**src/rtl/reset_sequencer.sv**
```systemverilog
// Reset initiator: drives one shared active-low reset pulse to a set of
// downstream blocks, waits for all of them to report initialized, retries on
// timeout and reports ready, timeout or lost initialization.
module reset_sequencer #(
  parameter int unsigned NUM_TARGETS    = 4,
  parameter int unsigned PULSE_CYCLES   = 32,
  parameter int unsigned TIMEOUT_CYCLES = 10000,
  parameter int unsigned MAX_RETRIES    = 3
) (
  input  logic                   clk,
  input  logic                   resetn,
  input  logic                   start_i,
  input  logic [NUM_TARGETS-1:0] target_initialized_i,
  output logic                   target_resetn_o,
  output logic                   busy_o,
  output logic                   all_ready_o,
  output logic                   timed_out_o,
  output logic                   lost_init_o,
  output logic [NUM_TARGETS-1:0] fail_mask_o,
  output logic [3:0]             retry_count_o
);

  localparam logic [1:0] StPulse = 2'd0;
  localparam logic [1:0] StWait  = 2'd1;
  localparam logic [1:0] StReady = 2'd2;
  localparam logic [1:0] StFail  = 2'd3;

  localparam logic [15:0] PulseLast   = 16'(PULSE_CYCLES - 1);
  localparam logic [15:0] TimeoutLast = 16'(TIMEOUT_CYCLES - 1);
  localparam logic [3:0]  RetryMax    = 4'(MAX_RETRIES);

  logic [1:0]             state_q, state_d;
  logic [15:0]            cnt_q, cnt_d;
  logic                   trn_q, trn_d;
  logic                   busy_q, busy_d;
  logic                   all_ready_q, all_ready_d;
  logic                   timed_out_q, timed_out_d;
  logic                   lost_init_q, lost_init_d;
  logic [NUM_TARGETS-1:0] fail_mask_q, fail_mask_d;
  logic [3:0]             retry_q, retry_d;

  logic all_init;
  assign all_init = &target_initialized_i;

  // Next-state and next-output decode; every output is a flop so no input
  // reaches an output combinationally.
  always_comb begin
    state_d     = state_q;
    cnt_d       = cnt_q;
    trn_d       = trn_q;
    busy_d      = busy_q;
    all_ready_d = all_ready_q;
    timed_out_d = timed_out_q;
    lost_init_d = lost_init_q;
    fail_mask_d = fail_mask_q;
    retry_d     = retry_q;

    case (state_q)
      StPulse: begin
        if (cnt_q == PulseLast) begin
          state_d = StWait;
          cnt_d   = '0;
          trn_d   = 1'b1;
        end else begin
          cnt_d = cnt_q + 16'd1;
        end
      end

      StWait: begin
        // Ready wins even on the final timeout cycle.
        if (all_init) begin
          state_d     = StReady;
          cnt_d       = '0;
          all_ready_d = 1'b1;
          busy_d      = 1'b0;
        end else if (cnt_q == TimeoutLast) begin
          // Overwritten on every timeout so it reflects the last failing set.
          fail_mask_d = ~target_initialized_i;
          cnt_d       = '0;
          if (retry_q == RetryMax) begin
            state_d     = StFail;
            timed_out_d = 1'b1;
            busy_d      = 1'b0;
          end else begin
            state_d = StPulse;
            retry_d = retry_q + 4'd1;
            trn_d   = 1'b0;
          end
        end else begin
          cnt_d = cnt_q + 16'd1;
        end
      end

      StReady: begin
        // Loss of initialization outranks a start request.
        if (!all_init) begin
          state_d     = StFail;
          cnt_d       = '0;
          all_ready_d = 1'b0;
          lost_init_d = 1'b1;
          fail_mask_d = ~target_initialized_i;
        end else if (start_i) begin
          state_d     = StPulse;
          cnt_d       = '0;
          trn_d       = 1'b0;
          busy_d      = 1'b1;
          all_ready_d = 1'b0;
          retry_d     = '0;
          fail_mask_d = '0;
        end
      end

      StFail: begin
        if (start_i) begin
          state_d     = StPulse;
          cnt_d       = '0;
          trn_d       = 1'b0;
          busy_d      = 1'b1;
          timed_out_d = 1'b0;
          lost_init_d = 1'b0;
          fail_mask_d = '0;
          retry_d     = '0;
        end
      end

      default: begin
        state_d = StPulse;
        cnt_d   = '0;
        trn_d   = 1'b0;
        busy_d  = 1'b1;
      end
    endcase
  end

  // State and output registers with synchronous active-low reset.
  always_ff @(posedge clk) begin
    if (!resetn) begin
      state_q     <= StPulse;
      cnt_q       <= '0;
      trn_q       <= 1'b0;
      busy_q      <= 1'b1;
      all_ready_q <= 1'b0;
      timed_out_q <= 1'b0;
      lost_init_q <= 1'b0;
      fail_mask_q <= '0;
      retry_q     <= '0;
    end else begin
      state_q     <= state_d;
      cnt_q       <= cnt_d;
      trn_q       <= trn_d;
      busy_q      <= busy_d;
      all_ready_q <= all_ready_d;
      timed_out_q <= timed_out_d;
      lost_init_q <= lost_init_d;
      fail_mask_q <= fail_mask_d;
      retry_q     <= retry_d;
    end
  end

  assign target_resetn_o = trn_q;
  assign busy_o          = busy_q;
  assign all_ready_o     = all_ready_q;
  assign timed_out_o     = timed_out_q;
  assign lost_init_o     = lost_init_q;
  assign fail_mask_o     = fail_mask_q;
  assign retry_count_o   = retry_q;

endmodule

```
**config.mk**
```make
export PLATFORM = sky130hd
export DESIGN_NAME = reset_sequencer
export DESIGN_NICKNAME = d
export VERILOG_FILES = /design/src/rtl/reset_sequencer.sv
export SDC_FILE = /design/constraint.sdc
export NUM_CORES = 1
export LEC_CHECK = 0
export CAP_MARGIN = 20
export CELL_PAD_IN_SITES_DETAIL_PLACEMENT = 1
export CELL_PAD_IN_SITES_GLOBAL_PLACEMENT = 2
export CORE_MARGIN = 2
export CORE_UTILIZATION = 32
export DETAILED_ROUTE_END_ITERATION = 7
export PLACE_DENSITY = 0.78
export SYNTH_ARGS = -nofsm -noshare
export SYNTH_HDL_FRONTEND = slang
export SYNTH_SLANG_ARGS = --single-unit
```
**constraint.sdc**
```tcl
create_clock -name clk -period 2.3 [get_ports clk]
set_input_delay 0.69 -clock clk [delete_from_list [all_inputs] [get_ports clk]]
set_output_delay 0.69 -clock clk [all_outputs]
set_load 0.1 [all_outputs]
```
== After elaboration in Yosys (flattened, before gate mapping) ==
Index checks and enable logic that the tools add are counted.

* Bits in registers: 31
* Input port bits: 7
* Output and inout bits: 13
* Logic and storage cells: 91

* Add/subtract/negate cells: 2
* Equal/unequal tests: 18
* Muxes and demuxes: 47
* Bitwise logic cells: 1
* Reduce and logical (&&, ||, !) cells: 14

{| class="wikitable"
|+ Operators with widths
! kind !! number
|-
| $mux 16 || 5
|-
| $pmux 16 s4 || 1
|-
| $mux 4 || 9
|-
| $pmux 4 s3 || 2
|-
| $mux 1 || 18
|-
| $ne 2x2->1 const B || 9
|-
| $add 16x1->16 const B || 1
|-
| $eq 16x14->1 const B || 1
|-
| $eq 16x5->1 const B || 1
|-
| $reduce_and 5->1 || 3
|-
| $mux 2 || 6
|-
| $ne 3x3->1 const B || 3
|-
| $reduce_and 3->1 || 3
|-
| $pmux 2 s4 || 1
|-
| $reduce_and 4->1 || 2
|-
| $pmux 1 s2 || 3
|-
| $reduce_bool 2->1 || 3
|-
| $add 4x1->4 const B || 1
|-
| $eq 2x2->1 const B || 2
|-
| $eq 4x2->1 const B || 1
|-
| $not 4->4 || 1
|-
| $pmux 1 s4 || 1
|-
| $pmux 1 s3 || 1
|-
| $reduce_bool 3->1 || 1
|-
| 3 further kinds || 3
|}

== Longest topological paths before layout ==
* Word-level depth: 5
* Gate-level depth with buffers: 6
* Gate-level depth less buffers: 6

== Least setup slack after synthesis ==
Ideal clock, no wire load.

* Kind: register -> register
* From: reg retry_q[0] (netlist: retry_count_o[0])
* To: reg trn_q (netlist: target_resetn_o)
* Library setup time: 117 ps
* Arrival time: 2028 ps
* Data required time: 2183 ps
* Slack: 155 ps
* Cell stages (with the launch flop): 7
* Path buffers: 0
* Clock period less this slack: 2145 ps
* Path through: dfxtp_1 -> ha_1 -> nor3b_1 -> o21ai_0 -> nand2b_1 -> a211oi_1 -> o211a_1

* Longest elaborated chain between the ends: 3

{| class="wikitable"
|+ Ends and longest elaborated chain
! item !! RTL line !! source
|-
| from (decl) || 40 || <nowiki>logic [3:0] retry_q, retry_d;</nowiki>
|-
| from (signal assigned) || 156 || <nowiki>retry_q <= retry_d;</nowiki>
|-
| $eq 4x2->1 || 80 || <nowiki>if (retry_q == RetryMax) begin</nowiki>
|-
| $ne 2x2->1 (no line) || -- ||
|-
| $reduce_and 5->1 (no line) || -- ||
|-
| to (signal assigned) || 150 || <nowiki>trn_q <= trn_d;</nowiki>
|-
| to (decl) || 34 || <nowiki>logic trn_q, trn_d;</nowiki>
|}

No other way between the ends.
A chain may end at the register's enable or synchronous reset.

== Worst setup path after layout ==
* From: in target_initialized_i[2]
* To: reg cnt_q[12]

* Longest elaborated chain between the ends: 3
* Elaborated cells on any way between the ends: 4
* Those cells by class: 3 x mux; 1 x reduce/logical

{| class="wikitable"
|+ Ends and longest elaborated chain
! item !! RTL line !! source
|-
| from (decl) || 13 || <nowiki>input logic [NUM_TARGETS-1:0] target_initialized_i,</nowiki>
|-
| $reduce_and 4->1 (*) || 43 || <nowiki>assign all_init = &target_initialized_i;</nowiki>
|-
| $mux 16, on equally long branches || 96, 71 ||
|-
| $pmux 16 s4 (*) || 58 || <nowiki>case (state_q)</nowiki>
|-
| to (signal assigned) || 149 || <nowiki>cnt_q <= cnt_d;</nowiki>
|-
| to (decl) || 33 || <nowiki>logic [15:0] cnt_q, cnt_d;</nowiki>
|}

Every way passes the cells marked *; elsewhere a longest branch is shown, timed or not.

==> results.yml <==
sta:
  holdWs_ns: 0.456
  slew_viol_final: 0
  rsz0062_at_grt: "false"
  setup_violations: 0
  period_share_pct: 95.9
  hold_violations: 0
  fmax_mhz: 454
  layout_min_cycle_time_ns: 2.20
  maxSlewHeadroom_pct: 46.2
  clock-skew-final_ns: 0.00812
  finalWorstSetupSlack_ns: 0.0954
  worstMarginPinSlew_ns: 0.802
floorplan:
  start_util_pct: 33.7
  num_io_pins: 20
  dieHeight_um: 78.0
  rows: 26
  die_area_mm2: 0.00609
  coreArea_mm2: 0.00520
  dieWidth_um: 78.0
status:
  outcome: "finished, final reports clean"
worst_setup_path:
  regToRegSetupSlack_ns: 0.18
  worstSetupPathType: "primary input to flop"
  arrival_ns: 2.42
  r2r_end: "cnt_q[12]$_SDFF_PN0_"
  endpoint_kind: "flop"
  rr_worst_depth: 7
  worst_setup_path_start_kind: "primary input"
  r2r_start: "cnt_q[0]$_SDFF_PN0_"
  cp_max_fo: 4
  critPathRequiredTime_ns: 2.52
global_route:
  grt_pass1_wl_mm: 9.50
  grt.total_usage_pct: 19.4
  grt-ovfl-total: 0
  antenna_found_initial: 0
  grt_start_max_net_pins: 12
  grt_pass1_vias: 1874
detailed_routing:
  finalWirelength_mm: 5.32
  vias: 1824
  drtIter0Drc: 137
  route.detailed.wl_per_inst_um: 15.9
  drtPass1Iterations: 4
  ant_nets: 0
  drcViolationCount: 0
  routed_via_density: 5.46
final_layout:
  nNetsFinal: 272
  syn_to_final_growth_pct: 28.0
  diodes: 0
  regArea_um2: 621
  drive_above_1_share_pct: 18.9
  multi_input_area_mm2: 0.00107
  utilization_pct: 43.1
  postLayoutCellArea_mm2: 0.00224
  nFillCells: 659
synthesis:
  synth_area_mm2: 0.00175
  synthCells: 225
  synth_edf_count: 0
  async_reset_ff_share_pct: 0
  synth-seq-cells: 31
  yosysMostFrequentCell: "nand2_1"
  synth_warnings: 0
  netlist.area_leader.share_pct: 35.4
  synth_flop_cell: "dfxtp_1"
  syn_nets: 234
  ys_top_cells_by_area: "dfxtp_1, nand2_1, o221ai_1"
  netlist.top_cell.by_area: "dfxtp_1"
  synth_common_cells: "nand2_1, dfxtp_1, nor2_1"
  postSynthAreaPerCell_um2: 7.80
  seq_area_frac_synth_pct: 35.4
  synth_cell_types: 48
clock_network:
  clock_sinks: 31
  ctsHoldBuffers: 0
  cts_made_buffers: 5
  worst_skew_pair.late_latency_ns: 0.29
  cts.repair.resized: 0
  clock-root-buffer: "clkbuf_8"
  path_clk_slew_ns: 0.07
  clk_path_buf_depth: 2
  cts_tree: "yes"
  h-tree-depth: 2
  post_cts_buffers: 0
placement:
  routabilityCongestion: 0.760
  dp_hpwl_mm: 3.93
  placed_area_mm2: 0.00213
  preCtsSetupSlack_ns: -0.128
  io_buffers: 19
power_and_ir_drop:
  leakage_nw: 0.879
  vdd_drop_max_mv: 0.370
  power.density_mw_per_mm2: 521
worst_hold_path:
  worstHoldStart: "fail_mask_o[0]$_SDFFE_PN0P_"
  worst_hold_path_type: "flop to flop"
  hold_depth: 2
  hold_path_end: "fail_mask_o[0]$_SDFFE_PN0P_"
flow_run:
  cap_violations: 0
-- how the worst max path moves through the flow --
stage | startpoint | cells past startpoint | end
final | target_initialized_i[2] | 6 | cnt_q[12]$_SDFF_PN0_
after global routing | target_initialized_i[3] | 7 | cnt_q[0]$_SDFF_PN0_
after CTS | target_initialized_i[2] | 6 | cnt_q[12]$_SDFF_PN0_
after detailed placement | target_initialized_i[2] | 6 | cnt_q[12]$_SDFF_PN0_
after global placement | target_initialized_i[2] | 6 | cnt_q[12]$_SDFF_PN0_
after floorplan | retry_count_o[0]$_SDFFE_PN0P_ | 6 | target_resetn_o$_SDFFE_PN0P_
-- sequential cells by signal (all words and copies together) (netlist names), 2 cells and up --
| signal | count |
|---|---|
| retry_count_o | 4 |
| state_q | 2 |
| cnt_q | 16 |
| fail_mask_o | 4 |
-- power breakdown --
group | internal [mW] | switching (mW)
combinational | 0.0237 | 0.0269
sequential | 0.541 | 0.00529
clock | 0.350 | 0.222
-- critical path, stage by stage --
cell	delay, ns
clkdlybuf4s50_1	0.46
and4_1	0.26
nor2_1	0.21
a21boi_0	0.36
a2bb2o_1	0.32
a21oi_1	0.13
-- per-stage QoR --
stage | power, mW | setup TNS [ns] | cells
floorplan | 0.580 | 0 | 225
global placement | 0.609 | -0.561 | 326
detailed placement | 0.610 | -0.424 | 326
CTS | 1.19 | 0 | 334
global route | 1.22 | 0 | 334
finish | 1.17 | 0 | 334
-- cell usage in the layout (no fill, tap or decap), types with 2 or more instances in the layout --
master           Yosys  layout
a211oi_1             2       2
a21oi_1             13      13
a311oi_1             2       2
a31oi_1              2       2
and2_1               5       5
and4_1               2       2
buf_4                0      37
clkbuf_8             0       6
clkdlybuf4s50_1      0       6
dfxtp_1             31      31
ha_1                 2       2
inv_1                3       3
mux2i_1              3       3
nand2_1             42      42
nand2b_1             4       4
nand3_1              7       7
nand4_1              6       6
nor2_1              16      16
nor2b_1              4       4
nor3_1               7       7
nor4_1               4       4
nor4_4               2       2
o211ai_1             2       2
o21a_1               4       4
o21ai_0              9       9
o21ai_1              5       5
o221ai_1             8       8
o31a_1               2       2
or3_1                5       5
xnor2_1              2       2
-- cell type report --
class                           count  share of cell area [%]
Clock inverter                      2                    1.56
Sequential cell                    31                    27.6
Multi-Input combinational cell    179                    47.7
Tap cell                           70                    3.90
Inverter                            3                   0.502
Timing Repair Buffer               43                    15.1
Clock buffer                        6                    3.68
-- routing by layer --
| metal | wire [um] | vias up | GRT usage [%] |
|---|---|---|---|
| met3 | 247 | 5 | 5.52 |
| met5 | 0 | - | 0 |
| met1 | 2730 | 879 | 27.8 |
| met4 | 55 | 0 | 5.09 |
| met2 | 2290 | 35 | 28.4 |
| li1 | - | 905 | - |
-- kinds of logic after synthesis --
| group | synth area share, % |
|---|---|
| multiplexers | 1.71 |
| buffers and inverters | 3.64 |
| AO/OA/AOI/OAI | 23.0 |
| XOR/XNOR | 1.50 |
| adder cells (fa/ha/maj) | 1.43 |
| flip-flops | 35.4 |
| AND/OR/NAND/NOR | 33.3 |
Note: power is estimated with default switching activity, not from simulation.
